**src/rtl/dlfloat16_to_int_pipe.sv**
```systemverilog
// -----------------------------------------------------------------------------
// dlfloat16_to_int_pipe
//
// Two-stage pipelined DLfloat16 -> integer converter with valid/ready flow
// control. The DLfloat16 operand is laid out as [15] sign, [14:9] exponent
// (bias 31), [8:0] fraction with an implicit leading one. Exponent 0 is read
// as zero and exponent 63 as Inf/NaN.
//
// Stage 1 decodes the operand and aligns the mantissa to an integer part plus
// guard/sticky bits. Stage 2 rounds, range-checks against the selected output
// format, applies the sign and produces the exception flags.
//
// Parameters
//   INT_W         integer result width, 8..64
//
// Ports
//   clk           clock, all state updates on the rising edge
//   rst_n         asynchronous active-low reset, empties both stages
//   in_valid      input transaction present
//   in_ready      converter accepts the input this cycle
//   float_in      DLfloat16 operand
//   rnd_mode      00 RNE, 01 RTZ, 10 toward +inf, 11 toward -inf
//   signed_out    1 = signed result, 0 = unsigned result
//   out_valid     result present
//   out_ready     consumer accepts the result
//   int_out       converted integer
//   exceptions    [4] invalid, [3] div-by-zero (0), [2] overflow,
//                 [1] underflow (0), [0] inexact
//   flags_sticky  OR of exceptions over all consumed results
//   flags_clr     synchronous clear of flags_sticky
// -----------------------------------------------------------------------------
module dlfloat16_to_int_pipe #(
    parameter int INT_W = 32
) (
    input  logic             clk,
    input  logic             rst_n,
    input  logic             in_valid,
    output logic             in_ready,
    input  logic [15:0]      float_in,
    input  logic [1:0]       rnd_mode,
    input  logic             signed_out,
    output logic             out_valid,
    input  logic             out_ready,
    output logic [INT_W-1:0] int_out,
    output logic [4:0]       exceptions,
    output logic [4:0]       flags_sticky,
    input  logic             flags_clr
);

    // Range checks are done in a width that holds both the 34-bit rounded
    // magnitude and 2^INT_W for the widest legal INT_W.
    localparam int              WW       = 66;
    localparam logic [WW-1:0]   ONE      = 66'd1;
    localparam logic [WW-1:0]   SMAX     = (ONE << (INT_W - 1)) - ONE;
    localparam logic [WW-1:0]   SMIN_MAG = ONE << (INT_W - 1);
    localparam logic [WW-1:0]   UMAX     = (ONE << INT_W) - ONE;

    localparam logic [1:0] RM_RNE = 2'b00;
    localparam logic [1:0] RM_RTZ = 2'b01;
    localparam logic [1:0] RM_RUP = 2'b10;
    localparam logic [1:0] RM_RDN = 2'b11;

    // Unbiased exponent 9 (biased 40) puts the binary point just right of
    // the 10-bit mantissa: at or above it the value is an exact integer.
    localparam logic [5:0] EXP_INT = 6'd40;
    localparam logic [5:0] EXP_MAX = 6'd63;

    // -------------------------------------------------------------------------
    // Flow control
    // -------------------------------------------------------------------------
    logic s1_valid_q, s1_valid_d;
    logic out_valid_q, out_valid_d;
    logic s2_load;
    logic s1_load;
    logic out_xfer;

    always_comb begin
        s2_load  = !out_valid_q || out_ready;
        s1_load  = !s1_valid_q || s2_load;
        out_xfer = out_valid_q && out_ready;
    end

    assign in_ready = s1_load;

    // -------------------------------------------------------------------------
    // Stage 1: decode and align
    // -------------------------------------------------------------------------
    logic [9:0]  mant;
    logic [5:0]  exp_in;
    logic [5:0]  lsh;
    logic [5:0]  rsh;
    logic [49:0] ext;
    logic [33:0] int_aligned;
    logic        guard_in;
    logic        sticky_in;

    always_comb begin
        exp_in      = float_in[14:9];
        mant        = {1'b1, float_in[8:0]};
        lsh         = 6'd0;
        rsh         = 6'd0;
        ext         = 50'd0;
        int_aligned = 34'd0;
        guard_in    = 1'b0;
        sticky_in   = 1'b0;
        if (exp_in >= EXP_INT) begin
            // Exact integer; largest shift is 22, so the result fits 32 bits.
            lsh         = exp_in - EXP_INT;
            int_aligned = {24'd0, mant} << lsh;
        end else begin
            // Mantissa sits above 40 zero bits so nothing is lost for any
            // right shift up to 39; bit 39 is then the first discarded bit.
            rsh         = EXP_INT - exp_in;
            ext         = {mant, 40'd0} >> rsh;
            int_aligned = {24'd0, ext[49:40]};
            guard_in    = ext[39];
            sticky_in   = |ext[38:0];
        end
    end

    logic        s1_sign_q,    s1_sign_d;
    logic        s1_zero_q,    s1_zero_d;
    logic        s1_special_q, s1_special_d;
    logic [33:0] s1_int_q,     s1_int_d;
    logic        s1_guard_q,   s1_guard_d;
    logic        s1_sticky_q,  s1_sticky_d;
    logic [1:0]  s1_rnd_q,     s1_rnd_d;
    logic        s1_signed_q,  s1_signed_d;

    always_comb begin
        s1_valid_d   = s1_valid_q;
        s1_sign_d    = s1_sign_q;
        s1_zero_d    = s1_zero_q;
        s1_special_d = s1_special_q;
        s1_int_d     = s1_int_q;
        s1_guard_d   = s1_guard_q;
        s1_sticky_d  = s1_sticky_q;
        s1_rnd_d     = s1_rnd_q;
        s1_signed_d  = s1_signed_q;
        if (s1_load) begin
            s1_valid_d = in_valid;
            if (in_valid) begin
                s1_sign_d    = float_in[15];
                s1_zero_d    = (exp_in == 6'd0);
                s1_special_d = (exp_in == EXP_MAX);
                s1_int_d     = int_aligned;
                s1_guard_d   = guard_in;
                s1_sticky_d  = sticky_in;
                s1_rnd_d     = rnd_mode;
                s1_signed_d  = signed_out;
            end
        end
    end

    always_ff @(posedge clk or negedge rst_n) begin
        if (!rst_n) begin
            s1_valid_q   <= 1'b0;
            s1_sign_q    <= 1'b0;
            s1_zero_q    <= 1'b0;
            s1_special_q <= 1'b0;
            s1_int_q     <= 34'd0;
            s1_guard_q   <= 1'b0;
            s1_sticky_q  <= 1'b0;
            s1_rnd_q     <= 2'b00;
            s1_signed_q  <= 1'b0;
        end else begin
            s1_valid_q   <= s1_valid_d;
            s1_sign_q    <= s1_sign_d;
            s1_zero_q    <= s1_zero_d;
            s1_special_q <= s1_special_d;
            s1_int_q     <= s1_int_d;
            s1_guard_q   <= s1_guard_d;
            s1_sticky_q  <= s1_sticky_d;
            s1_rnd_q     <= s1_rnd_d;
            s1_signed_q  <= s1_signed_d;
        end
    end

    // -------------------------------------------------------------------------
    // Stage 2: round, range check, sign apply, flags
    // -------------------------------------------------------------------------
    logic          discard;
    logic          round_up;
    logic [33:0]   mag;
    logic [WW-1:0] mag_w;
    logic [WW-1:0] res_w;
    logic [4:0]    exc_w;

    always_comb begin
        discard = s1_guard_q || s1_sticky_q;
        case (s1_rnd_q)
            RM_RNE:  round_up = s1_guard_q && (s1_sticky_q || s1_int_q[0]);
            RM_RTZ:  round_up = 1'b0;
            RM_RUP:  round_up = discard && !s1_sign_q;
            RM_RDN:  round_up = discard && s1_sign_q;
            default: round_up = 1'b0;
        endcase
        mag   = s1_int_q + {33'd0, round_up};
        mag_w = {32'd0, mag};

        res_w = '0;
        exc_w = 5'b00000;
        if (s1_zero_q) begin
            res_w = '0;
        end else if (s1_special_q) begin
            exc_w[4] = 1'b1;
            if (s1_signed_q) begin
                // Two's complement min is -SMIN_MAG; truncation to INT_W
                // bits below gives the 100..0 pattern.
                res_w = s1_sign_q ? SMIN_MAG : SMAX;
            end else begin
                res_w = s1_sign_q ? '0 : UMAX;
            end
        end else begin
            exc_w[0] = discard;
            if (s1_signed_q) begin
                if (!s1_sign_q) begin
                    if (mag_w > SMAX) begin
                        res_w    = SMAX;
                        exc_w[2] = 1'b1;
                    end else begin
                        res_w = mag_w;
                    end
                end else begin
                    if (mag_w > SMIN_MAG) begin
                        res_w    = SMIN_MAG;
                        exc_w[2] = 1'b1;
                    end else begin
                        res_w = (~mag_w) + ONE;
                    end
                end
            end else begin
                if (s1_sign_q) begin
                    // Negative values clamp to 0; -0 after rounding is exact.
                    res_w    = '0;
                    exc_w[2] = (mag != 34'd0);
                end else if (mag_w > UMAX) begin
                    res_w    = UMAX;
                    exc_w[2] = 1'b1;
                end else begin
                    res_w = mag_w;
                end
            end
        end
    end

    logic [INT_W-1:0] int_out_q, int_out_d;
    logic [4:0]       exc_q,     exc_d;
    logic [4:0]       sticky_q,  sticky_d;

    always_comb begin
        out_valid_d = out_valid_q;
        int_out_d   = int_out_q;
        exc_d       = exc_q;
        if (s2_load) begin
            out_valid_d = s1_valid_q;
            // Hold the last result when a bubble moves in, so the outputs
            // only change when a real result arrives.
            if (s1_valid_q) begin
                int_out_d = res_w[INT_W-1:0];
                exc_d     = exc_w;
            end
        end

        // Clear takes effect before the coinciding transfer's flags are set.
        sticky_d = flags_clr ? 5'b00000 : sticky_q;
        if (out_xfer) begin
            sticky_d = sticky_d | exc_q;
        end
    end

    always_ff @(posedge clk or negedge rst_n) begin
        if (!rst_n) begin
            out_valid_q <= 1'b0;
            int_out_q   <= '0;
            exc_q       <= 5'b00000;
            sticky_q    <= 5'b00000;
        end else begin
            out_valid_q <= out_valid_d;
            int_out_q   <= int_out_d;
            exc_q       <= exc_d;
            sticky_q    <= sticky_d;
        end
    end

    assign out_valid    = out_valid_q;
    assign int_out      = int_out_q;
    assign exceptions   = exc_q;
    assign flags_sticky = sticky_q;

endmodule

```
**config.mk**
```make
export PLATFORM = sky130hd
export DESIGN_NAME = dlfloat16_to_int_pipe
export DESIGN_NICKNAME = d
export VERILOG_FILES = /design/src/rtl/dlfloat16_to_int_pipe.sv
export SDC_FILE = /design/constraint.sdc
export NUM_CORES = 1
export LEC_CHECK = 0
export BUFFER_PORTS_ARGS = -buffer_cell sky130_fd_sc_hd__buf_4
export CORE_AREA = 3 3 117 108
export CTS_BUF_LIST = sky130_fd_sc_hd__clkbuf_16
export DETAILED_ROUTE_END_ITERATION = 6
export DIE_AREA = 0 0 120 111
export PLACE_DENSITY = 0.81
export SYNTH_ARGS = -nofsm -noshare
export SYNTH_HDL_FRONTEND = slang
export SYNTH_SLANG_ARGS = --single-unit
```
**constraint.sdc**
```tcl
create_clock -name clk -period 4.67 [get_ports clk]
set_clock_uncertainty 0.1 [all_clocks]
set_input_delay 0.2335 -clock clk [delete_from_list [all_inputs] [get_ports clk]]
set_output_delay 0.2335 -clock clk [all_outputs]
set_load 0.005 [all_outputs]
```
Word level (Yosys, flattened, before mapping)
Cells that the tools add are included.

Add/subtract/negate cells: 4. Magnitude comparators: 4. Equality and inequality tests: 4. Shift-type cells: 2. Muxes and demuxes: 29. Bitwise logic cells: 2. Reductions and logical operators: 17.

Operators by type and width (number): $mux 32 (11); $gt 34x32->1 const B (2); $shr 50x6->50 (1); $reduce_or 39->1 (1); $add 34x1->34 (1); $gt 34x31->1 const B (1); $mux 34 (1); $reduce_bool 34->1 (1); $shl 10x6->34 (1); $add 32x1->32 const B (1); $not 32->32 (1); $mux 1 (14); $mux 5 (2); $eq 6x6->1 const B (1); $ge 6x6->1 const B (1); $logic_not 6->1 (1); $sub 6x6->6 const A (1); $sub 6x6->6 const B (1); $or 5x5->5 (1); $eq 2x2->1 const B (2); $logic_and 1x1->1 (4); $logic_or 1x1->1 (4); $pmux 1 s4 (1); $reduce_and 2->1 (2); 3 further kinds (5).

Register bits after elaboration: 84. Output and inout bits: 44. Logic and storage cells: 75.

Longest topological paths before layout
Gate-level depths: netlist (run 1).

Depth in word-level cells: 11. Gate-level depth with buffers: 18. Depth with buffers taken out: 14.

Least setup slack after synthesis (run 1)
Ideal clock, no wire load.

Kind: register -> register. Start: register s1_sign_q. End: register int_out_q[26] (netlist: int_out[26]). Setup time: 0.067 ns. Arrival time: 4.055 ns. Data required time: 4.503 ns. Slack: 0.448 ns. Cell stages (with the launch flop): 16. Clock period less this slack: 4.222 ns. Cell sequence: dfrtp_1 -> clkbuf_1 -> nand2_1 -> a211oi_1 -> ha_1 -> ha_1 -> nand3_2 -> buf_6 -> or4_4 -> a311oi_2 -> nor3b_4 -> o211ai_1 -> and4bb_2 -> a31oi_4 -> o41ai_2 -> a221o_1.

Word-level cells in the longest chain between the ends: 11.

RTL lines: start, declared (RTL line 121) `logic s1_sign_q, s1_sign_d;`; start signal, assigned (RTL line 168) `s1_sign_q <= s1_sign_d;`; $logic_not 1->1; $logic_and 1x1->1 (RTL line 194) `RM_RUP: round_up = discard && !s1_sign_q;`; $pmux 1 s4 (RTL line 191) `case (s1_rnd_q)`; $add 34x1->34 (RTL line 198) `mag = s1_int_q + {33'd0, round_up};`; $not 32->32 (RTL line 229) `res_w = (~mag_w) + ONE;`; $add 32x1->32 (RTL line 229); $mux 32 (RTL line 225) `if (mag_w > SMIN_MAG) begin`; $mux 32 (RTL line 217) `if (!s1_sign_q) begin`; $mux 32 (RTL line 216) `if (s1_signed_q) begin`; $mux 32 * (RTL line 205) `end else if (s1_special_q) begin`; $mux 32 * (RTL line 203) `if (s1_zero_q) begin`; end signal, assigned (RTL line 280) `int_out_q <= int_out_d;`; end, declared (RTL line 247) `logic [INT_W-1:0] int_out_q, int_out_d;`.

Mark *: on every way between the ends. The rest lies on a longest branch, timed or not. A chain may end at the register's enable or synchronous reset.

Worst setup path after layout (run 1)
Start: register s1_rnd_q[1]. End: register int_out_q[19] (netlist: int_out[19]).

Word-level cells in the longest chain between the ends: 10.

RTL lines: start, declared (RTL line 127) `logic [1:0] s1_rnd_q, s1_rnd_d;`; start signal, assigned (RTL line 174) `s1_rnd_q <= s1_rnd_d;`; $eq 2x2->1 (tied with other cells) (RTL line 191); $pmux 1 s4 * (RTL line 191); $add 34x1->34 * (RTL line 198); $not 32->32 (RTL line 229); $add 32x1->32 (RTL line 229); $mux 32 (RTL line 225); $mux 32 (RTL line 217); $mux 32 * (RTL line 216); $mux 32 * (RTL line 205); $mux 32 * (RTL line 203).

Marks and branches as above.

==> flow_summary.json, run 1 <==
{
  "status": "complete, no violations",
  "reg2reg_from": "s1_rnd_q[1]",
  "areaGrowthSynthToFinish_pct": 12.3,
  "path_class": "reg2reg",
  "grt_use_total": 0.319,
  "ios": 68,
  "drt_first_pass_iters": 6,
  "diodes": 0,
  "cp_top_family": "simple AND/OR/NAND/NOR gates",
  "num_rows": 37,
  "hold_start": "signed_out",
  "hold_ws_ps": 17.2,
  "ys.flop_type": "dfrtp_1",
  "power_leakage_uw": 0.00324,
  "finalSetupViolCount": 0,
  "peakVddDrop_uv": 229,
  "nets": 954,
  "start_util": 0.610,
  "fp.dieW_um": 120,
  "ys_types": 79,
  "yosys.area.top_type_share": 0.294,
  "worstPathArrival_ps": 4530,
  "drive_gt1_frac": 0.151,
  "fmax_ghz": 0.228,
  "period_share": 0.938,
  "finalWeightedCongestion": 0.980,
  "ant_nets": 0,
  "path_max_fanout": 11,
  "grt_max_degree": 83,
  "hpwl_mm": 16.2,
  "grt_pass1_wl_mm": 34.4,
  "maxCapViolCount": 0,
  "core-area_um2": 11400,
  "yosysWarnings": 0,
  "seq_area_frac_synth": 0.294,
  "ys_ff_latch": 82,
  "tns_ps": 0,
  "cts_root_buf": "clkbuf_16",
  "final_util": 0.685,
  "hold_viol": 0,
  "crit_path_start": "s1_rnd_q[1]",
  "die_area_um2": 13300,
  "slowest_delay_ps": 620,
  "antenna_found_initial": 1,
  "vias": 7179,
  "overflow": 0,
  "totalWireLength_mm": 21.3,
  "worst_slew_pin_slew_ps": 1070,
  "synth-async-reset-ratio": 1.00,
  "worst-path-buf-inv": 1,
  "crit_path_end_kind": "register",
  "io_buffer_count": 63,
  "clkTransAtPathRegs_ps": 60,
  "wl_per_cell_um": 19.7,
  "htree_levels": 3,
  "cp.required_ps": 4820,
  "rsz0062_at_grt": "no",
  "cts.sinks": 82,
  "cts_buffer_depth": 2,
  "syn_inst": 882,
  "tritoncts": "yes",
  "drt-initial-drc-count": 925,
  "start_kind": "register",
  "syn_area_um2": 6970,
  "grt_pass1_vias": 6441,
  "drc": 0,
  "postSynthAreaPerCell_um2": 7.90,
  "clk_latency_ps": 360,
  "period_needed_ps": 4380,
  "crit_slowest_cell": "or4b_2",
  "hp-class": "in2reg",
  "die_y_um": 111,
  "cts_made_buffers": 9,
  "p_per_area_nw_per_um2": 339,
  "path_cells": "nand2_1 > o22ai_1 > a211oi_1 > ha_1 > ha_2 > nand3_2 > or4_4 > a311oi_2 > nand4_1 > buf_4 > or4b_2 > xor2_1 > o31ai_1",
  "synth_edf_count": 0,
  "max_slew_margin": 0.278,
  "viasPerCell": 6.65,
  "synth_area_leaders": "dfrtp_1 29%, nand2_1 5.9%, o21ai_0 4.5%",
  "maxSlewViolCount": 0,
  "yosys.area.top_type": "dfrtp_1"
}
[through the flow]
stage	cell area (um2)	setup WS, ps	std cells	total power (uW)
after detailed placement	7490	233	1056	1930
final	7830	289	1079	2650
after global placement	7490	381	1056	1920
after CTS	7800	231	1075	2620
after global routing	7830	44.0	1079	2800
after floorplan	6980	448	885	1570
[worst reg2reg max path: cells and delay by family, from the launching register on]
family	cells	cell delay [ps]
and+or+nand+nor	5	1810
AOI/OAI and AO/OA	4	910
adders and majority gates	2	600
DFF	1	410
buffers and inverters	1	230
xor gates and xnor gates	1	220
[synth_stat cells, types with 6 or more instances]
| master | instances |
|---|---|
| a221o_1 | 10 |
| clkinv_1 | 6 |
| and4_1 | 7 |
| dfrtp_1 | 82 |
| clkbuf_1 | 43 |
| a211oi_1 | 10 |
| a21oi_1 | 62 |
| ha_1 | 12 |
| mux2_2 | 11 |
| nand3b_1 | 9 |
| o21ai_1 | 6 |
| a31oi_1 | 7 |
| nor2b_1 | 8 |
| a22oi_1 | 12 |
| buf_1 | 6 |
| nand2b_1 | 11 |
| and3_1 | 10 |
| mux2i_1 | 19 |
| nand3_1 | 23 |
| nor3_1 | 30 |
| or3_1 | 7 |
| nand4_1 | 14 |
| xor2_1 | 24 |
| o22ai_1 | 6 |
| xnor2_1 | 32 |
| a22o_1 | 22 |
| a221oi_1 | 7 |
| o31ai_1 | 16 |
| nor2_1 | 77 |
| inv_1 | 14 |
| buf_2 | 9 |
| o21ai_0 | 63 |
| nand2_1 | 110 |
[flip-flops by register name, indices dropped and copies added, names as in the netlist, 2 cells and up]
register / count
int_out: 32
exceptions: 3
s1_rnd_q: 2
flags_sticky: 3
s1_int_q: 34
[kinds of logic (layout without fill, tap and decap cells)]
| logic type | count (synthesis) | count (layout) | share of synthesized area |
|---|---|---|---|
| fa+ha+maj | 13 | 13 | 0.0230 |
| flops | 82 | 82 | 0.294 |
| xor+xnor | 56 | 56 | 0.0704 |
| compound gates | 266 | 266 | 0.257 |
| mux | 31 | 31 | 0.0483 |
| buf+inv | 84 | 122 | 0.0512 |
| other cells | 1 | 4 | 0.000538 |
| simple gates | 349 | 349 | 0.256 |
[placed cells by master, fill, tap and decap left out, types with 11 or more instances in the layout]
cell type,netlist,final
a21oi_1,62,62
a22o_1,22,22
a22oi_1,12,12
buf_4,4,83
dfrtp_1,82,82
ha_1,12,11
inv_1,14,15
mux2_2,11,11
mux2i_1,19,19
nand2_1,110,109
nand2b_1,11,11
nand3_1,23,23
nand4_1,14,14
nor2_1,77,77
nor3_1,30,30
o21ai_0,63,63
o31ai_1,16,16
xnor2_1,32,32
xor2_1,24,24
[report_power, final]
group / internal [uW] / switching (uW) / leakage [uW]
clock: 365 / 315 / 0.000136
combinational: 469 / 570 / 0.00202
sequential: 827 / 106 / 0.00108
[worst paths after layout]
check / end / slack (ps) / cells past startpoint
setup / recovery: int_out[19] / 290 / 13
hold / removal: s1_signed_q / 20 / 2
setup reg to reg: int_out[19] / 290 / 13
hold reg to reg: out_valid / 390 / 1
max in group asynchronous: s1_int_q[19] / 3310 / 2
min in group asynchronous: flags_sticky[4] / 500 / 2
[layer usage]
layer,up-vias,wire length [um],global-route usage
met5,-,0,0
met4,0,405,0.0931
met3,49,2010,0.0786
met2,426,9560,0.486
met1,3389,9300,0.450
li1,3315,-,-
[layout make-up]
| cell class | count | area [um2] |
|---|---|---|
| fillers | 948 | 3600 |
| multi-input cells | 719 | 4580 |
| clock buffers | 9 | 225 |
| repair buffers | 86 | 653 |
| flip-flops and latches | 82 | 2050 |
| inverters | 20 | 75.1 |
| well taps | 156 | 195 |
| clock inverters | 7 | 52.6 |
[timing repair]
| item | CTS | global route |
|---|---|---|
| hold endpoints to repair | 51 | 0 |
| hold buffers | 3 | 0 |
| setup endpoints to repair | 0 | 12 |
| gates resized for setup | 0 | 1 |
| setup buffers | 0 | 4 |
(Power assumes the default switching activity.)
==> run 2: changes to the inputs <==
CORE_AREA = 2 2 116 107   (was 3 3 117 108)
DIE_AREA = 0 0 118 109   (was 0 0 120 111)
==> run 2 against run 1 <==
  * Sequential share of layout area fell by 0.067 points
  * Die area fell by 3.4%
  * First-iteration DRC count fell by 15%
  * Wire length fell by 8.9%
  * Largest cell class unchanged
  * Power rose by 3.0%
  * Sequential cell count did not move
  * Final area rose by 0.26%
==> flow_summary.json, run 2 (synthesis results as in run 1) <==
{
  "hp-class": "in2reg",
  "cts_buffer_depth": 2,
  "path_class": "reg2reg",
  "viasPerCell": 6.39,
  "grt_max_degree": 83,
  "cts_made_buffers": 9,
  "path_max_fanout": 11,
  "vias": 6877,
  "worstReg2RegEnd": "int_out[28]",
  "ant_nets": 0,
  "die_area_um2": 12900,
  "overflow": 0,
  "pwr-share-comb": 0.367,
  "maxCapViolCount": 0,
  "largest_reg_flops": 34,
  "wl_met2_mm": 8.66,
  "wl_per_cell_um": 18.0,
  "rsz0062_at_grt": "no",
  "core-area_um2": 11700,
  "place_area_um2": 7470,
  "worstPathArrival_ps": 4600,
  "finalSetupViolCount": 0,
  "layout_commonest_cell": "nand2_1",
  "max_slew_margin": 0.341,
  "htree_levels": 3,
  "reg2reg_depth": 15,
  "crit_path_end_kind": "register",
  "power_leakage_uw": 0.00325,
  "start_kind": "register",
  "drc": 0,
  "grt_pass1_vias": 6256,
  "grt_pass1_wl_mm": 31.7,
  "top_layer_used": "met4",
  "pwr-share-seq": 0.341,
  "status": "complete, no violations",
  "r2r_slack_ps": 260,
  "finalWeightedCongestion": 0.968,
  "tritoncts": "yes",
  "fp.dieW_um": 118,
  "crit_path_start": "s1_rnd_q[1]",
  "dp_slack_ps": 184,
  "hold_ws_ps": 15.8,
  "fin_ws_ps": 263,
  "cts.sinks": 82,
  "swShare": 0.340,
  "fin_area_um2": 7850,
  "worst_slew_pin_slew_ps": 988,
  "die_y_um": 109,
  "start_util": 0.594,
  "tns_ps": 0,
  "intPower_uw": 1800,
  "regMostFlops": "s1_int_q",
  "maxSlewViolCount": 0,
  "antenna_found_initial": 0,
  "drt_first_pass_iters": 5,
  "hold_viol": 0,
  "peakVddDrop_uv": 300,
  "cp.required_ps": 4860,
  "diodes": 0,
  "met1_length_mm": 8.80,
  "p_clk_frac": 0.292,
  "period_needed_ps": 4410,
  "hpwl_mm": 14.4,
  "period_share": 0.944,
  "wl_met3_mm": 1.46,
  "mostFrequentLayoutCells": "109 x nand2_1, 82 x dfrtp_1, 77 x nor2_1, 77 x buf_4, 63 x o21ai_0",
  "reg2reg_from": "s1_rnd_q[1]",
  "grt_use_total": 0.307,
  "cts_root_buf": "clkbuf_16",
  "fmax_ghz": 0.227,
  "io_buffer_count": 63,
  "clkTransAtPathRegs_ps": 60,
  "areaGrowthSynthToFinish_pct": 12.6,
  "p_per_area_nw_per_um2": 348,
  "crit_path_end": "int_out[28]",
  "power_uw": 2730,
  "ios": 68,
  "clk_latency_ps": 350,
  "drt-initial-drc-count": 790,
  "drive_gt1_frac": 0.145,
  "p_sw_uw": 928,
  "num_rows": 38,
  "nets": 948,
  "totalWireLength_mm": 19.4
}
==> run 2: metrics by stage <==
step           cells   util
4_1_cts         1075  0.667
2_1_floorplan    885      -
5_1_grt         1077  0.669
3_3_place_gp    1056  0.636
3_5_place_dp    1056  0.636
6_report        1077  0.669
==> run 2: power by group through the flow <==
stage	clock (uW)	sequential (uW)	combinational, uW
after floorplan	0	915	650
after global placement	0	936	961
after detailed placement	0	941	970
after CTS	805	929	979
after global routing	835	945	1100
final	798	932	1000
==> run 2: per-layer routing <==
| metal | vias up | global-route usage |
|---|---|---|
| li1 | 3317 | - |
| met1 | 3220 | 0.422 |
| met2 | 296 | 0.488 |
| met3 | 44 | 0.0659 |
| met4 | 0 | 0.0990 |
| met5 | - | 0 |
==> run 2: worst min-delay path by stage <==
| stage | end | depth (start not counted) | start | slack, ps |
|---|---|---|---|---|
| 6_report | s1_signed_q | 2 | signed_out | 20 |
| 5_1_grt | s1_rnd_q[0] | 2 | rnd_mode[0] | 20 |
| 4_1_cts | s1_signed_q | 2 | signed_out | 10 |
| 3_5_place_dp | s1_valid_q | 2 | in_valid | 340 |
| 3_3_place_gp | flags_sticky[0] | 2 | flags_clr | 340 |
| 2_1_floorplan | exceptions[0] | 0 | rst_n | -160 |
==> run 2: what timing repair did <==
action	in CTS	in global routing
gates resized for setup	0	2
hold endpoints to repair	47	0
endpoints found under the setup margin	0	18
hold buffers	3	0
buffers inserted	0	2
==> run 2: critical path, cell delays in order (launching register included) <==
cell	delay (ps)
dfrtp_1	400
nand2_1	90
o22ai_1	80
a211oi_1	260
ha_2	290
ha_2	260
nand3_2	210
or4_4	580
a311oi_2	350
nor3b_4	280
buf_4	160
nand4b_1	250
nor3b_2	370
a21oi_1	130
o41ai_1	320
a221o_1	210
==> run 2: layout make-up <==
type	instances	area (um2)
Multi-Input combinational cell	719	4580
Inverter	20	75.1
Clock buffer	9	225
Tap cell	160	200
Clock inverter	7	110
Sequential cell	82	2050
Timing Repair Buffer	80	608
Fill cell	1010	3890
